[src/rtl/au_dispatch.sv]
// rtl/au_dispatch.sv - request queue and single-issue dispatcher driving an external arithmetic unit
`ifndef OPCODE_WIDTH
`define OPCODE_WIDTH 3
`endif
`ifndef DATA_WIDTH
`define DATA_WIDTH 32
`endif
`ifndef NOP
`define NOP  3'd0
`define ADD  3'd1
`define SUB  3'd2
`define MULT 3'd3
`define DIV  3'd4
`endif

module au_dispatch #(
    parameter int FIFO_DEPTH = 4,
    parameter int AU_LATENCY = 1
) (
    input  logic                     clk,
    input  logic                     rst,
    input  logic                     req_valid,
    output logic                     req_ready,
    input  logic [`OPCODE_WIDTH-1:0] req_mode,
    input  logic [`DATA_WIDTH-1:0]   req_op_1,
    input  logic [`DATA_WIDTH-1:0]   req_op_2,
    output logic                     rsp_valid,
    input  logic                     rsp_ready,
    output logic [`DATA_WIDTH-1:0]   rsp_data,
    output logic                     rsp_err,
    output logic                     AU_op_enable,
    output logic [`OPCODE_WIDTH-1:0] Mode,
    output logic [`DATA_WIDTH-1:0]   AU_in_1,
    output logic [`DATA_WIDTH-1:0]   AU_in_2,
    input  logic [`DATA_WIDTH-1:0]   AU_out,
    output logic                     busy
);

    localparam int OW  = `OPCODE_WIDTH;
    localparam int DW  = `DATA_WIDTH;
    localparam int EW  = OW + 2 * DW;
    localparam int PW  = $clog2(FIFO_DEPTH);
    localparam int CW  = PW + 1;
    localparam int WCW = $clog2(AU_LATENCY + 1);

    typedef enum logic [2:0] {IDLE, SETUP, FIRE, WAIT, DONE} state_t;

    state_t         state, state_next;
    logic [EW-1:0]  mem [FIFO_DEPTH];
    logic [PW-1:0]  wr_ptr, rd_ptr;
    logic [CW-1:0]  count;
    logic [WCW-1:0] wait_cnt;
    logic           full, empty, push, pop;
    logic           load_au, load_err, capture;
    logic [EW-1:0]  head;
    logic [OW-1:0]  head_mode;
    logic [DW-1:0]  head_op_1, head_op_2;

    assign full      = (count == CW'(FIFO_DEPTH));
    assign empty     = (count == '0);
    assign req_ready = !full;
    assign push      = req_valid && !full;
    assign busy      = (state != IDLE) || !empty;

    assign head      = mem[rd_ptr];
    assign head_mode = head[EW-1 -: OW];
    assign head_op_1 = head[2*DW-1 -: DW];
    assign head_op_2 = head[DW-1:0];

    always_comb begin
        state_next = state;
        pop        = 1'b0;
        load_au    = 1'b0;
        load_err   = 1'b0;
        capture    = 1'b0;
        case (state)
            IDLE: begin
                if (!empty) begin
                    pop = 1'b1;
                    case (head_mode)
                        `NOP: ;
                        `ADD, `SUB, `MULT: begin
                            load_au    = 1'b1;
                            state_next = SETUP;
                        end
                        `DIV: begin
                            if (head_op_2 != '0) begin
                                load_au    = 1'b1;
                                state_next = SETUP;
                            end else begin
                                load_err   = 1'b1;
                                state_next = DONE;
                            end
                        end
                        default: begin
                            load_err   = 1'b1;
                            state_next = DONE;
                        end
                    endcase
                end
            end
            SETUP: state_next = FIRE;
            FIRE:  state_next = WAIT;
            WAIT: begin
                if (wait_cnt == WCW'(AU_LATENCY - 1)) begin
                    capture    = 1'b1;
                    state_next = DONE;
                end
            end
            DONE: begin
                if (rsp_ready) state_next = IDLE;
            end
            default: state_next = IDLE;
        endcase
    end

    // Queue storage carries no reset; only the pointers and count define its contents.
    always_ff @(posedge clk) begin
        if (push) mem[wr_ptr] <= {req_mode, req_op_1, req_op_2};
    end

    always_ff @(posedge clk) begin
        if (rst) begin
            state        <= IDLE;
            wr_ptr       <= '0;
            rd_ptr       <= '0;
            count        <= '0;
            wait_cnt     <= '0;
            AU_op_enable <= 1'b0;
            Mode         <= '0;
            AU_in_1      <= '0;
            AU_in_2      <= '0;
            rsp_valid    <= 1'b0;
            rsp_data     <= '0;
            rsp_err      <= 1'b0;
        end else begin
            state <= state_next;
            if (push) wr_ptr <= wr_ptr + 1'b1;
            if (pop)  rd_ptr <= rd_ptr + 1'b1;
            case ({push, pop})
                2'b10:   count <= count + 1'b1;
                2'b01:   count <= count - 1'b1;
                default: count <= count;
            endcase
            wait_cnt     <= (state == WAIT) ? wait_cnt + 1'b1 : '0;
            AU_op_enable <= (state_next == FIRE);
            if (load_au) begin
                Mode    <= head_mode;
                AU_in_1 <= head_op_1;
                AU_in_2 <= head_op_2;
            end
            if (capture) begin
                rsp_data  <= AU_out;
                rsp_err   <= 1'b0;
                rsp_valid <= 1'b1;
            end else if (load_err) begin
                rsp_data  <= '0;
                rsp_err   <= 1'b1;
                rsp_valid <= 1'b1;
            end else if (state == DONE && rsp_ready) begin
                rsp_valid <= 1'b0;
            end
        end
    end

endmodule

[config.mk]
export PLATFORM = sky130hd
export DESIGN_NAME = au_dispatch
export DESIGN_NICKNAME = d
export VERILOG_FILES = /design/src/rtl/au_dispatch.sv
export SDC_FILE = /design/constraint.sdc
export NUM_CORES = 1
export LEC_CHECK = 0
export ABC_AREA = 1
export BUFFER_PORTS_ARGS = -buffer_cell sky130_fd_sc_hd__buf_2
export CAP_MARGIN = 25
export CORE_MARGIN = 3
export CORE_UTILIZATION = 37
export DETAILED_ROUTE_END_ITERATION = 12
export PLACE_DENSITY_LB_ADDON = 0.08
export SLEW_MARGIN = 30
export SYNTH_ARGS = -nofsm -noshare
export SYNTH_HDL_FRONTEND = slang
export SYNTH_SLANG_ARGS = --single-unit
export TNS_END_PERCENT = 20
[constraint.sdc]
create_clock -name clk -period 5.75 [get_ports clk]
set_input_delay 1.15 -clock clk [delete_from_list [all_inputs] [get_ports clk]]
set_output_delay 1.15 -clock clk [all_outputs]
set_load 0.05 [all_outputs]
==> results.ini <==
[route]
antenna_left=0
final_routed_drc_violation_total=0
routed_wl_um=39020
routed_via_density=4.885
number_of_optimization_iterations_in_the_first_detailed_route_pass=5
drt-wirelength-per-cell_um=17.82
detail_route.iter0.violations=859
total_via_count_in_the_routed_design=10700

[synthesis]
sequential_share_of_the_synthesized_area=0.6809
synth.mux.area_fraction=0
number_of_flops_mapped_to_enable_cells_by_yosys=268
top_post_synthesis_cells_by_area=edfxtp_1, dfxtp_1, nand2_1, nand3_1, nor2_1
largest_family_of_logic_cells_by_synthesized_area=simple AND/OR/NAND/NOR gates
synthesized_area_fraction_occupied_by_and_or_nand_nor_cells=0.1817
synth_cells=1455
netlist_area_um2=15200
synth_warn=0
top_area_cell_type_share_of_the_netlist_area=0.5295
post_synth.cell_area_avg_um2=10.45
ys_top_cells_by_count=nand2_1, edfxtp_1, nor2_1
top_count_cell_post_synth=nand2_1
yosys.area_share.adder=0.005433
async_reset_ff_frac=0
yosys.area_share.xor_xnor=0
yosys_register_bits=383
synth-main-ff-cell=edfxtp_1
syn-num-nets=1564
synth_largest_area_cell=edfxtp_1
synth-compound-area-share=0.06981
synth_cell_type_count=26

[grt]
grt_antenna_before_repair=8
gr-usage-all-layers=0.1755
first_pass_grt_wire_length_um=60240
grt_pass1_vias=10040
grt_start_max_net_pins=90
overflow_left_after_global_routing=0

[timing]
rsz0062_at_grt=no
max-slew-margin-rel=0.4069
worst_pin_slew_ns=0.8883
min_period_ns=4.010
period_share=0.6974
final_max_slew_viol_count=0
hold_viol_final=0
setup_viol_count_final=0
fin_tns_setup_ns=0
max_freq_mhz=249.4
fin_hold_ws_ns=0.4575
timing.clock.skew_ns=0.01147

[place]
buffer_ports.inserted=206
dp_hpwl_um=23060
place_congestion=0.7106
placed_area_um2=16640

[run]
cap_violations=0

[die]
die_width_um=208.7
die_height_um=208.7
placeableCoreArea_um2=40190
pin_count=207
rows=73
initial_utilization=0.3782
die-area_um2=43550

[worst_setup_path]
ff2ff_path_depth=9
worstPathArrival_ns=4.44
cp_cell_sequence=buf_4, o21ai_0, nand2_1, nand2_1, nor2_1, nand3_4, buf_4, a21oi_1, nor2_1
reg2reg_slack_ns=1.74
worstSetupPathType=reg2reg
cp_slowest_stage_delay_ns=0.86
critPathMaxFanout=74
critical-path-slowest-cell=dfxtp_4
cp.required_ns=6.18
end_kind=flop
setup.worst_path.start_class=flop
timing.rr.end=AU_in_2[29]

[clocking]
clk_transition_reported_paths_ns=0.06
cts-resized-gates=0
num_clock_sinks=383
cts_setup_buffers=0
worst_skew_pair_later_pin_latency_ns=0.54
tritoncts_clock_tree=yes
root_buffer=clkbuf_16
htree_num_levels=2
cts_inserted_buffers=43
clockBufferDepth=3
hold_buf_cts=0

[worst_hold_path]
min-delay-path-class=reg2reg
holdPathStages=2
worstHoldStart=rsp_err
whs_endpoint=rsp_err

[final_layout]
fin_util=0.4488
p_r_area_growth_vs_syn_pct=18.68
layout.cell_area.non_filler_um2=18040
drive_above_1_share=0.1913
filler_cell_count=3878
design.final.nets=1737

[power]
power.density_nw_per_um2=545.7
power_uw=9844
leakage_power_uw=0.007517
ir_drop_uv=244.0

[outcome]
run_status=finished, final reports clean

[logic make-up after synthesis]
kind of cell / count (synthesis)
compound gates: 188
fa+ha+maj: 6
buf+inv: 216
flops: 383
simple gates: 662
[placed cells by master, fill, tap and decap left out, types with 2 or more instances in the layout]
cell type / count
clkbuf_16: 45
buf_2: 206
nand3_1: 139
ha_1: 5
diode_2: 3
dfxtp_1: 113
o22ai_1: 32
clkbuf_8: 4
o21ai_0: 73
nand2_2: 2
buf_12: 5
nand4_1: 32
nand2_1: 332
clkinv_1: 5
buf_4: 9
nor3_1: 2
nor2_1: 146
nand3_4: 2
inv_1: 120
bufinv_16: 2
clkinv_2: 10
a21oi_1: 61
clkbuf_1: 12
nor2_4: 4
edfxtp_1: 268
a21oi_2: 20
[per-layer routing]
layer / routed length, um / part of all wire / global-route usage
met4: 740 / 0.019 / 0.05497
met5: 66 / 0.0017 / 0
met2: 17970 / 0.46 / 0.2751
met1: 17950 / 0.46 / 0.2456
met3: 2291 / 0.059 / 0.03723
[flip-flops by register name, summed over array words and instances, names as in the netlist, named ones only]
register	cells
Mode	3
wr_ptr	2
rsp_valid	1
state	3
AU_in_2	32
rd_ptr	2
wait_cnt	1
rsp_err	1
rsp_data	32
count	3
AU_op_enable	1
AU_in_1	32
mem	268
[critical path: cells and delay by family, from the launching register on]
kind | cells | cell delay [ns]
buffers and inverters | 2 | 1.26
flip-flops | 1 | 0.86
AND/OR/NAND/NOR | 5 | 1.34
AO/OA/AOI/OAI | 2 | 0.38
[where the power goes]
group | leakage, uW | internal, uW | switching, uW
clock network | 0.000673 | 1570 | 1060
registers | 0.00340 | 3440 | 278
logic | 0.00345 | 911 | 2580
[worst max path at each step]
stage | start | endpoint | slack (ns) | cells past startpoint
floorplan | req_valid | mem[0][0] | 1.10 | 2
finish | flop | AU_in_2[29] | 1.74 | 9
global route | flop | AU_in_1[30] | 1.34 | 9
global placement | flop | AU_in_2[31] | 1.62 | 7
CTS | flop | AU_in_2[29] | 1.62 | 9
detailed placement | flop | AU_in_2[29] | 1.64 | 9
[through the flow]
| step | setup slack [ns] | instances |
|---|---|---|
| CTS | 1.622 | 2186 |
| global placement | 1.621 | 2107 |
| floorplan | 1.095 | 1455 |
| finish | 1.740 | 2190 |
| detailed placement | 1.643 | 2107 |
| global route | 1.336 | 2190 |
[final cells by class]
type | count | area [um2] | area share
Tap cell | 525 | 656.9 | 0.03642
Sequential cell | 383 | 10350 | 0.5740
Timing Repair Buffer | 221 | 1226 | 0.06798
Antenna cell | 3 | 7.507 | 0.0004162
Inverter | 123 | 469.2 | 0.02601
Clock inverter | 18 | 136.4 | 0.007561
Clock buffer | 61 | 1226 | 0.06798
Multi-Input combinational cell | 856 | 3961 | 0.2196
No activity file was read; power rests on OpenSTA's default activity.
